===== src/rtl/ex_div_seq_pkg.sv =====
`default_nettype none
// ============================================================================
// Module   : ex_div_seq_pkg
// Purpose  : Shared encodings and constants for the EX-stage DIV/DIVU
//            sequencer.
// Revision : 1.0 - initial release
// ============================================================================
package ex_div_seq_pkg;

    // Sequencer states (2-bit encoding).
    typedef enum logic [1:0] {
        DivFree   = 2'b00,
        DivByZero = 2'b01,
        DivOn     = 2'b10,
        DivEnd    = 2'b11
    } div_state_e;

    // Start/stop request levels as seen from EX.
    localparam logic c_DIV_START = 1'b1;
    localparam logic c_DIV_STOP  = 1'b0;

    // Result-ready levels.
    localparam logic c_DIV_RESULT_READY     = 1'b1;
    localparam logic c_DIV_RESULT_NOT_READY = 1'b0;

    // Width of the {remainder, quotient} result bus.
    localparam int c_DOUBLE_REG_BUS = 64;

    // ALU operation codes that select this unit.
    localparam logic [7:0] c_EXE_DIV_OP  = 8'b0001_1010;
    localparam logic [7:0] c_EXE_DIVU_OP = 8'b0001_1011;

endpackage
`default_nettype wire


===== src/rtl/ex_div_seq_if.sv =====
`default_nettype none
// ============================================================================
// Module   : ex_div_seq_if
// Purpose  : Request/response bundle between the EX stage (master) and the
//            division sequencer (slave).
// Revision : 1.0 - initial release
// ============================================================================
interface ex_div_seq_if
    import ex_div_seq_pkg::*;
#(
    parameter int DATA_W = c_DOUBLE_REG_BUS / 2
);

    logic                  signed_div_i;
    logic [DATA_W-1:0]     opdata1_i;
    logic [DATA_W-1:0]     opdata2_i;
    logic                  start_i;
    logic                  annul_i;
    logic [2*DATA_W-1:0]   result_o;
    logic                  ready_o;
    logic                  stall_req_o;

    // EX side: issues the operation and consumes the result.
    modport master (
        output signed_div_i, opdata1_i, opdata2_i, start_i, annul_i,
        input  result_o, ready_o, stall_req_o
    );

    // Divider side.
    modport slave (
        input  signed_div_i, opdata1_i, opdata2_i, start_i, annul_i,
        output result_o, ready_o, stall_req_o
    );

endinterface
`default_nettype wire


===== src/rtl/ex_div_step.sv =====
`default_nettype none
// ============================================================================
// Module   : ex_div_step
// Purpose  : One radix-2 restoring division iteration (purely combinational).
//            Shifts the next dividend bit into the partial remainder, tries to
//            subtract the divisor and shifts the resulting quotient bit in.
// Revision : 1.0 - initial release
// ============================================================================
module ex_div_step #(
    parameter int DATA_W = 32
) (
    input  wire logic [DATA_W:0]   i_rem,
    input  wire logic [DATA_W-1:0] i_quo,
    input  wire logic [DATA_W-1:0] i_divisor,
    output logic      [DATA_W:0]   o_rem,
    output logic      [DATA_W-1:0] o_quo
);

    logic [DATA_W:0] w_shift;
    logic [DATA_W:0] w_diff;
    logic            w_unused;

    // The partial remainder never reaches the divisor, so its top bit is
    // always zero and only the low DATA_W bits take part in the shift.
    assign w_unused = i_rem[DATA_W];
    assign w_shift  = {i_rem[DATA_W-1:0], i_quo[DATA_W-1]};
    assign w_diff   = w_shift - {1'b0, i_divisor};

    // Keep the difference when it is non-negative, otherwise restore.
    always_comb begin
        o_rem = w_shift;
        o_quo = {i_quo[DATA_W-2:0], 1'b0};
        if (!w_diff[DATA_W]) begin
            o_rem = w_diff;
            o_quo = {i_quo[DATA_W-2:0], 1'b1};
        end
    end

endmodule
`default_nettype wire


===== src/rtl/ex_div_seq.sv =====
`default_nettype none
// ============================================================================
// Module   : ex_div_seq
// Purpose  : Multi-cycle DIV/DIVU sequencer for the EX stage. Works on operand
//            magnitudes, one quotient bit per cycle, then applies the sign
//            fix-up and presents {remainder, quotient} until EX drops start.
// Revision : 1.0 - initial release
// ============================================================================
module ex_div_seq
    import ex_div_seq_pkg::*;
#(
    parameter int DATA_W = 32,
    parameter int CNT_W  = 6
) (
    input wire logic    clk,
    input wire logic    rst,
    ex_div_seq_if.slave bus
);

    localparam logic [CNT_W-1:0] c_CNT_DONE = CNT_W'(DATA_W);
    localparam logic [CNT_W-1:0] c_CNT_ZERO = '0;

    div_state_e          r_state,       w_state_nxt;
    logic [CNT_W-1:0]    r_cnt,         w_cnt_nxt;
    logic [DATA_W:0]     r_rem,         w_rem_nxt;
    logic [DATA_W-1:0]   r_quo,         w_quo_nxt;
    logic [DATA_W-1:0]   r_divisor,     w_divisor_nxt;
    logic                r_dvd_neg,     w_dvd_neg_nxt;
    logic                r_signs_diff,  w_signs_diff_nxt;
    logic [2*DATA_W-1:0] r_result,      w_result_nxt;
    logic                r_ready,       w_ready_nxt;

    logic                w_op1_neg;
    logic                w_op2_neg;
    logic [DATA_W-1:0]   w_op1_abs;
    logic [DATA_W-1:0]   w_op2_abs;
    logic [DATA_W:0]     w_step_rem;
    logic [DATA_W-1:0]   w_step_quo;
    logic [DATA_W-1:0]   w_quo_fix;
    logic [DATA_W-1:0]   w_rem_fix;

    // Operand magnitudes; the most negative value maps onto itself, which is
    // exactly its unsigned magnitude.
    assign w_op1_neg = bus.signed_div_i & bus.opdata1_i[DATA_W-1];
    assign w_op2_neg = bus.signed_div_i & bus.opdata2_i[DATA_W-1];
    assign w_op1_abs = w_op1_neg ? -bus.opdata1_i : bus.opdata1_i;
    assign w_op2_abs = w_op2_neg ? -bus.opdata2_i : bus.opdata2_i;

    // Quotient takes the sign of the operand-sign XOR, remainder the
    // dividend's sign.
    assign w_quo_fix = r_signs_diff ? -r_quo : r_quo;
    assign w_rem_fix = r_dvd_neg ? -r_rem[DATA_W-1:0] : r_rem[DATA_W-1:0];

    ex_div_step #(
        .DATA_W    (DATA_W)
    ) u_step (
        .i_rem     (r_rem),
        .i_quo     (r_quo),
        .i_divisor (r_divisor),
        .o_rem     (w_step_rem),
        .o_quo     (w_step_quo)
    );

    assign bus.result_o    = r_result;
    assign bus.ready_o     = r_ready;
    assign bus.stall_req_o = bus.start_i & ~r_ready & ~bus.annul_i;

    // Next-state, datapath and result decisions for every state.
    always_comb begin
        w_state_nxt      = r_state;
        w_cnt_nxt        = r_cnt;
        w_rem_nxt        = r_rem;
        w_quo_nxt        = r_quo;
        w_divisor_nxt    = r_divisor;
        w_dvd_neg_nxt    = r_dvd_neg;
        w_signs_diff_nxt = r_signs_diff;
        w_result_nxt     = r_result;
        w_ready_nxt      = r_ready;

        case (r_state)
            DivFree: begin
                w_ready_nxt  = c_DIV_RESULT_NOT_READY;
                w_result_nxt = '0;
                if (bus.start_i == c_DIV_START && !bus.annul_i) begin
                    w_cnt_nxt = c_CNT_ZERO;
                    if (bus.opdata2_i == '0) begin
                        w_state_nxt = DivByZero;
                    end else begin
                        w_state_nxt      = DivOn;
                        w_rem_nxt        = '0;
                        w_quo_nxt        = w_op1_abs;
                        w_divisor_nxt    = w_op2_abs;
                        w_dvd_neg_nxt    = w_op1_neg;
                        w_signs_diff_nxt = w_op1_neg ^ w_op2_neg;
                    end
                end
            end

            // One settle cycle so the zero result appears two edges after
            // acceptance.
            DivByZero: begin
                if (bus.annul_i) begin
                    w_state_nxt = DivFree;
                    w_cnt_nxt   = c_CNT_ZERO;
                end else if (r_cnt == c_CNT_ZERO) begin
                    w_cnt_nxt = r_cnt + 1'b1;
                end else begin
                    w_state_nxt  = DivEnd;
                    w_cnt_nxt    = c_CNT_ZERO;
                    w_result_nxt = '0;
                    w_ready_nxt  = c_DIV_RESULT_READY;
                end
            end

            DivOn: begin
                if (bus.annul_i) begin
                    w_state_nxt = DivFree;
                    w_cnt_nxt   = c_CNT_ZERO;
                end else if (r_cnt != c_CNT_DONE) begin
                    w_rem_nxt = w_step_rem;
                    w_quo_nxt = w_step_quo;
                    w_cnt_nxt = r_cnt + 1'b1;
                end else begin
                    w_state_nxt  = DivEnd;
                    w_cnt_nxt    = c_CNT_ZERO;
                    w_result_nxt = {w_rem_fix, w_quo_fix};
                    w_ready_nxt  = c_DIV_RESULT_READY;
                end
            end

            // Hold the result until EX releases start, so a held start can
            // never launch a second operation.
            DivEnd: begin
                if (bus.start_i == c_DIV_STOP || bus.annul_i) begin
                    w_state_nxt  = DivFree;
                    w_ready_nxt  = c_DIV_RESULT_NOT_READY;
                    w_result_nxt = '0;
                end
            end

            default: begin
                w_state_nxt  = DivFree;
                w_cnt_nxt    = c_CNT_ZERO;
                w_ready_nxt  = c_DIV_RESULT_NOT_READY;
                w_result_nxt = '0;
            end
        endcase
    end

    // State and datapath registers; reset overrides everything.
    always_ff @(posedge clk) begin
        if (rst) begin
            r_state      <= DivFree;
            r_cnt        <= '0;
            r_rem        <= '0;
            r_quo        <= '0;
            r_divisor    <= '0;
            r_dvd_neg    <= 1'b0;
            r_signs_diff <= 1'b0;
            r_result     <= '0;
            r_ready      <= c_DIV_RESULT_NOT_READY;
        end else begin
            r_state      <= w_state_nxt;
            r_cnt        <= w_cnt_nxt;
            r_rem        <= w_rem_nxt;
            r_quo        <= w_quo_nxt;
            r_divisor    <= w_divisor_nxt;
            r_dvd_neg    <= w_dvd_neg_nxt;
            r_signs_diff <= w_signs_diff_nxt;
            r_result     <= w_result_nxt;
            r_ready      <= w_ready_nxt;
        end
    end

endmodule
`default_nettype wire


===== src/flat_wrapper.sv =====
// flat-port wrapper written by rule: the top's interface ports become plain ports
module ex_div_seq_flat import ex_div_seq_pkg::*;
#(
    parameter int DATA_W = 32,
    parameter int CNT_W  = 6
)
  (clk, rst, bus_signed_div_i, bus_opdata1_i, bus_opdata2_i, bus_start_i, bus_annul_i, bus_result_o, bus_ready_o, bus_stall_req_o);
  ex_div_seq_if #(.DATA_W(DATA_W)) bus_i ();
  input wire logic clk;
  input wire logic rst;
  input wire logic [$bits(bus_i.signed_div_i)-1:0] bus_signed_div_i;
  input wire logic [$bits(bus_i.opdata1_i)-1:0] bus_opdata1_i;
  input wire logic [$bits(bus_i.opdata2_i)-1:0] bus_opdata2_i;
  input wire logic [$bits(bus_i.start_i)-1:0] bus_start_i;
  input wire logic [$bits(bus_i.annul_i)-1:0] bus_annul_i;
  output wire logic [$bits(bus_i.result_o)-1:0] bus_result_o;
  output wire logic [$bits(bus_i.ready_o)-1:0] bus_ready_o;
  output wire logic [$bits(bus_i.stall_req_o)-1:0] bus_stall_req_o;
  assign bus_i.signed_div_i = bus_signed_div_i;
  assign bus_i.opdata1_i = bus_opdata1_i;
  assign bus_i.opdata2_i = bus_opdata2_i;
  assign bus_i.start_i = bus_start_i;
  assign bus_i.annul_i = bus_annul_i;
  assign bus_result_o = bus_i.result_o;
  assign bus_ready_o = bus_i.ready_o;
  assign bus_stall_req_o = bus_i.stall_req_o;
  ex_div_seq #(.DATA_W(DATA_W), .CNT_W(CNT_W)) u_core (.clk(clk), .rst(rst), .bus(bus_i));
endmodule

===== config.mk =====
export PLATFORM = sky130hd
export DESIGN_NAME = ex_div_seq_flat
export DESIGN_NICKNAME = d
export VERILOG_FILES = /design/src/rtl/ex_div_seq_pkg.sv /design/src/rtl/ex_div_seq_if.sv /design/src/rtl/ex_div_step.sv /design/src/rtl/ex_div_seq.sv /design/src/flat_wrapper.sv
export SDC_FILE = /design/constraint.sdc
export NUM_CORES = 1
export LEC_CHECK = 0
export CAP_MARGIN = 20
export CORE_MARGIN = 5
export CORE_UTILIZATION = 57
export DETAILED_ROUTE_END_ITERATION = 8
export PLACE_DENSITY_LB_ADDON = 0.05
export SYNTH_ARGS = -nofsm -noshare
export SYNTH_HDL_FRONTEND = slang
export SYNTH_SLANG_ARGS = --single-unit

===== constraint.sdc =====
create_clock -name clk -period 3.6 [get_ports clk]
set_input_delay 0.9 -clock clk [delete_from_list [all_inputs] [get_ports clk]]
set_output_delay 0.9 -clock clk [all_outputs]
set_load 0.02 [all_outputs]

==> results of run 1 <==
-- cells in the final DEF, fill, tap and decap left out, drive strengths merged, types with 9 or more instances in the layout --
cell type / instances
o21ai: 116
or3: 16
nor3: 19
nand3: 34
xor2: 59
a32oi: 24
or4: 11
clkdlybuf4s50: 133
ha: 43
xnor2: 89
nor2: 120
nand2: 238
a21o: 9
nand4: 12
buf: 52
a22oi: 30
inv: 65
a211oi: 36
clkbuf: 17
dfxtp: 171
a21oi: 116
o31ai: 38
o41ai: 14
nor4: 15
nand2b: 11
-- metrics by stage --
| stage | power (mW) | util, % | hold slack, ns | TNS [ns] |
|---|---|---|---|---|
| after CTS | 7.74 | 70.0 | 0.451 | 0 |
| after global placement | 5.84 | 67.0 | 0.437 | 0 |
| after floorplan | 4.92 | - | 0.432 | 0 |
| after global routing | 8.26 | 70.0 | 0.471 | 0 |
| after detailed placement | 5.89 | 67.0 | 0.441 | -0.0394 |
| final | 7.76 | 70.0 | 0.448 | 0 |
-- cell type report --
cell class                 instances  area [sq um]
multi-input combinational       1152          7260
inverter                          58           218
tap                              265           332
timing repair buffer             185          1800
clock inverter                    15           168
sequential                       171          3420
clock buffer                      17           425
fill                            1668          5840
-- sequential cells by signal, summed over array words and instances (netlist names) --
signal	flops
u_core.bus.result_o	64
u_core.r_divisor	32
u_core.r_quo	32
u_core.r_rem	32
u_core.r_cnt	6
u_core.r_state	2
u_core.bus.ready_o	1
u_core.r_dvd_neg	1
u_core.r_signs_diff	1
-- how the worst max path moves through the flow --
stage	startpoint	endpoint	depth (start not counted)
final	bus_opdata2_i[6]	u_core.r_rem[31]$_SDFFE_PP0P_	9
after global routing	u_core.r_rem[0]$_SDFFE_PP0P_	u_core.r_rem[25]$_SDFFE_PP0P_	11
after CTS	bus_annul_i	bus_stall_req_o	5
after detailed placement	bus_opdata2_i[20]	u_core.r_rem[31]$_SDFFE_PP0P_	9
after global placement	bus_opdata2_i[20]	u_core.r_rem[31]$_SDFFE_PP0P_	9
after floorplan	bus_opdata2_i[6]	u_core.r_divisor[29]$_SDFFE_PP0P_	8
-- routing by layer --
layer  vias up  share of wire, %
met2       388                43
met5         -                 0
met1      5166                48
met4         0               1.3
met3        38               7.5
li1       5460                 -
-- cell families after synthesis --
logic type | after synthesis | synth area share (%)
and+or+nand+nor | 518 | 21.5
AOI/OAI and AO/OA | 439 | 26.0
DFF | 171 | 30.4
xor gates and xnor gates | 148 | 11.5
buffers and inverters | 145 | 5.32
adders and majority gates | 44 | 4.96
muxes | 3 | 0.267
-- power breakdown --
group | internal, mW | switching, mW | leakage, nW
logic | 1.29 | 2.27 | 3.35
registers | 2.10 | 0.259 | 1.39
clock network | 0.931 | 0.907 | 0.286
-- worst max-delay path, cell delays in order --
cell and delay (ns):
clkdlybuf4s50_1 0.42, or4_1 0.61, nor4_2 0.27, nand4_1 0.26, o21ai_2 0.38, a2111oi_4 0.14
buf_12 0.23, nand2_1 0.16, o221ai_1 0.15
==> summary.md, run 1 <==
| Metric | Value |
|---|---|
| PD cells | `569 mW/mm^2` |
| Initial antenna violation count | `0` |
| Met1 usage in global routing | `42.2%` |
| Worst-Margin Slew | `0.974 ns` |
| Vias in the first global route | `9,898` |
| Total number of vias | `11,100` |
| Worst Setup Path Type | `in -> reg` |
| Post-Syn Nets | `1,581` |
| Startpoint Class | `primary input` |
| Via/cell ratio | `5.93` |
| Final setup fails | `0` |
| Pre-CTS setup slack | `-0.0209 ns` |
| 1st-pass router iterations | `5` |
| Chip height | `151 um` |
| Antenna viol nets, final | `0` |
| CTS Hold Bufs | `0` |
| Largest cells by area after synthesis | `dfxtp_1 30%, nand2_1 7.9%, xnor2_1 6.9%` |
| Outcome | `finished, final reports clean` |
| Initial Utilization | `57.8%` |
| Iteration-0 DRC count of the detailed router | `893` |
| Inserted Clock Buffers | `17` |
| Routed length per instance | `17.2 um` |
| Most common cell in the synthesized netlist | `nand2_1` |
| Clock transition at path regs | `0.07 ns` |
| Critical path fanouts, max | `54` |
| FP Rows | `51` |
| Worst hold endpoint | `u_core.bus.result_o[56]$_SDFFE_PP0P_` |
| Final min period | `~3.2 ns` |
| Grt ovf | `0` |
| Final Max Tran Viols | `0` |
| Layout cells sized above 1 | `a little over 8%` |
| RSZ-0062 raised after global routing | `false` |
| Detailed placement HPWL | `24,000 um` |
| Synth-to-layout area growth | `21.0%` |
| Reg2Reg Depth | `12` |
| Final Cycle Share | `89.7%` |
| Clk_lat worst skew | `roughly 0.45 ns` |
| GP Congestion | `between 0.9 and 1` |
| Reg2reg start | `u_core.r_quo[31]$_SDFFE_PP0P_` |
| Clock sinks | `171` |
| Crit path arrival time | `3.53 ns` |
| Clk_skew | `0.0124 ns` |
| Ys flop type | `dfxtp_1` |
| N_diodes | `0` |
| Post-route cell area | `0.0136 sq mm` |
| Die W | `about 150 um` |
| Routed WL | `32,000 um` |
| Worst setup margin | `0.373 ns` |
| Port buffer count | `134` |
| Clock root cell | `clkbuf_16` |
| Longest Clk Path Bufs | `2` |
| Die area | `roughly 0.023 sq mm` |
| Final cell count without fillers | `~1,900` |
| Io pins | `135` |
| Cts repair resizes | `0` |
| Syn Std Cell Area | `between 0.01 and 0.015 sq mm` |
| Sequential fraction of the synthesis area | `between 30 and 40%` |
| Final Hold Fails | `0` |
| Synth async-reset ratio | `0%` |
| Most Crowded Layer GR | `met2` |
| Number of synthesized register bits | `171` |
| R2r setup slk | `0.40 ns` |
| Fmax | `0.310 GHz` |
| Distinct cells, synth | `82` |
| Reg-to-Reg End | `u_core.r_rem[31]$_SDFFE_PP0P_` |
| Synth area leader | `dfxtp_1` |
| Final nets | `1,698` |
| Synth top cells by count | `238 x nand2_1, 171 x dfxtp_1, 119 x nor2_1` |
| # H-tree levels | `4` |
| Top-area cell type share of the netlist area | `approximately 30%` |
| Critical Path Sink Type | `register` |
| Critical Path RT | `between 3 and 4 ns` |
| Hold path cells | `2` |
| LEAKAGE | `5.02 nW` |
| Post-synth EDFFs | `0` |
| Met2 Track Usage GR | `42.5%` |
| Yosys warning count | `0` |
| Core Footprint | `0.0195 sq mm` |
| First-pass GRT wire length | `51,200 um` |
| Hold Crit Start | `u_core.bus.result_o[56]$_SDFFE_PP0P_` |
| # DRC | `0` |
| Hold Path Class | `reg -> reg` |
| Placed cells | `1,831` |
| Area post-placement | `0.0130 sq mm` |
| CTS tree | `built` |
| VDD IR max | `roughly 0.89 mV` |
| GRT met3 Usage | `3.88%` |
| Syn Area/Cell | `approximately 7.7 sq um` |
| Slew HR | `34.9%` |
| Largest net degree at the start of global routing | `88` |
| All-layer global routing usage | `28.1%` |
| Post-CTS Setup Bufs | `0` |
| Mapped Cells | `1,468` |
| Max cap viols | `0` |
Note: power is estimated with default switching activity, not from simulation.
==> run 2, diff against run 1 <==
SLEW_MARGIN = 40   (was unset)
==> summary.md, run 2 (synthesized netlist as in run 1, its figures left out) <==
| Metric | Value |
|---|---|
| # H-tree levels | `4` |
| Outcome | `finished, final reports clean` |
| Cell family with most CP delay | `buffers and inverters` |
| Max cap viols | `0` |
| Initial antenna violation count | `0` |
| Slowest-stage cell, CP | `clkdlybuf4s50_1` |
| Grt ovf | `0` |
| Startpoint Class | `primary input` |
| Hold path cells | `2` |
| Final Hold Fails | `0` |
| Final nets | `1,698` |
| Iteration-0 DRC count of the detailed router | `between 800 and 900` |
| Clock transition at path regs | `0.07 ns` |
| FP Rows | `51` |
| Clock sinks | `171` |
| Clk_skew | `0.0153 ns` |
| R2r setup slk | `0.43 ns` |
| Io pins | `between 100 and 150` |
| Inserted Clock Buffers | `17` |
| Synth-to-layout area growth | `21.2%` |
| All-layer global routing usage | `28.0%` |
| Antenna viol nets, final | `0` |
| Vias in the first global route | `between 9,000 and 10,000` |
| Most frequent cells in the layout | `238 x nand2_1, 170 x dfxtp_1, 133 x clkdlybuf4s50_1` |
| Layout cells sized above 1 | `about 8.3%` |
| Critical Path RT | `roughly 2.7 ns` |
| Routed WL | `31,800 um` |
| Most used cell, CP | `clkdlybuf4s50_1` |
| Worst Setup Path Type | `in -> out` |
| Crit-path cells | `clkdlybuf4s50_1, inv_1, nand2_1, nor2_1, clkdlybuf4s50_1` |
| Pre-CTS setup slack | `-0.0105 ns` |
| Initial Utilization | `57.8%` |
| Hold Crit Start | `u_core.bus.result_o[56]$_SDFFE_PP0P_` |
| CTS tree | `built` |
| Critical Path Sink Type | `primary output` |
| Core Footprint | `between 0.015 and 0.02 sq mm` |
| Worst hold endpoint | `u_core.bus.result_o[56]$_SDFFE_PP0P_` |
| PD cells | `approximately 570 mW/mm^2` |
| 1st-pass router iterations | `6` |
| Total number of vias | `approximately 11,000` |
| Reg2Reg Depth | `12` |
| Clk_lat worst skew | `0.45 ns` |
| Slew HR | `48.4%` |
| Die area | `between 0.02 and 0.025 sq mm` |
| Final Cycle Share | `89.2%` |
| Setup TNS | `0 ns` |
| Final cell count without fillers | `1,863` |
| # DRC | `0` |
| Hold Path Class | `reg -> reg` |
| Worst-Margin Slew | `0.773 ns` |
| Reg2reg start | `u_core.r_quo[31]$_SDFFE_PP0P_` |
| Largest net degree at the start of global routing | `88` |
| GP Congestion | `about 0.95` |
| CP bufs+invs | `3` |
| Max reg flops | `64` |
| Placed cells | `1,831` |
| LEAKAGE | `5.04 nW` |
| CP max stage delay | `0.61 ns` |
| Longest Clk Path Bufs | `2` |
| Port buffer count | `134` |
| First-pass GRT wire length | `51,000 um` |
| Via/cell ratio | `5.89` |
| Final Max Tran Viols | `0` |
| Reg-to-Reg End | `u_core.r_rem[31]$_SDFFE_PP0P_` |
| Die W | `between 150 and 200 um` |
| Clock root cell | `clkbuf_16` |
| Post-CTS Setup Bufs | `0` |
| Routed length per instance | `roughly 17 um` |
| Commonest non-fill, non-tap cell in the layout | `nand2_1` |
| Worst setup margin | `0.388 ns` |
| RSZ-0062 raised after global routing | `false` |
| CTS Hold Bufs | `0` |
| Critical path fanouts, max | `5` |
| Final setup fails | `0` |
| Fmax | `0.311 GHz` |
| Crit path arrival time | `roughly 2.3 ns` |
| Detailed placement HPWL | `24,000 um` |
| Cts repair resizes | `0` |
| VDD IR max | `0.625 mV` |
| Final Power | `7.81 mW` |
| Chip height | `roughly 150 um` |
| Final min period | `3.21 ns` |
| N_diodes | `0` |
-- run 2: metal layers --
layer / share of wire [%] / up-vias / global-route usage, % / wire length [um]
li1: - / 5462 / - / -
met1: 47 / 5049 / 41.9 / 15000
met2: 43 / 418 / 41.3 / 13600
met3: 8.2 / 35 / 4.58 / 2620
met4: 1.7 / 0 / 7.69 / 555
met5: 0 / - / 0 / 0
-- run 2: layout make-up --
cell class	instances	area [sq um]
Timing Repair Buffer	185	1800
Clock inverter	15	186
Clock buffer	17	425
Sequential cell	171	3420
Fill cell	1666	5820
Inverter	58	218
Multi-Input combinational cell	1152	7260
Tap cell	265	332
-- run 2: worst register-to-register path: stages, from the launching register on --
cell and delay (ns):
dfxtp_1 0.39, inv_1 0.11, ha_1 0.23, fa_1 0.38, nand2b_1 0.19, a21o_1 0.18, a31o_2 0.24, a31oi_2 0.30
nor3_1 0.12, nor3b_2 0.26, buf_12 0.28, nand2_1 0.16, o221ai_1 0.23
-- run 2: how the worst max path moves through the flow --
stage,to,depth (start not counted),start
2_1_floorplan,u_core.r_divisor[29]$_SDFFE_PP0P_,8,bus_opdata2_i[6]
3_3_place_gp,u_core.r_rem[31]$_SDFFE_PP0P_,9,bus_opdata2_i[20]
3_5_place_dp,u_core.r_rem[31]$_SDFFE_PP0P_,9,bus_opdata2_i[20]
4_1_cts,bus_stall_req_o,5,bus_annul_i
5_1_grt,u_core.r_quo[31]$_SDFFE_PP0P_,9,bus_opdata1_i[7]
6_report,bus_stall_req_o,5,bus_annul_i
-- run 2: stage by stage --
step / hold WS, ns / utilization [%] / cell area [sq um]
floorplan: 0.432 / - / 11300
global placement: 0.437 / 67.0 / 13000
detailed placement: 0.442 / 67.0 / 13000
CTS: 0.452 / 70.1 / 13600
global route: 0.471 / 70.1 / 13600
finish: 0.449 / 70.1 / 13600
-- run 2: power breakdown --
group,switching (mW),internal [mW],leakage (nW)
Sequential,0.257,2.10,1.39
Clock,0.953,0.957,0.298
Combinational,2.26,1.29,3.35
Total,3.47,4.35,5.04
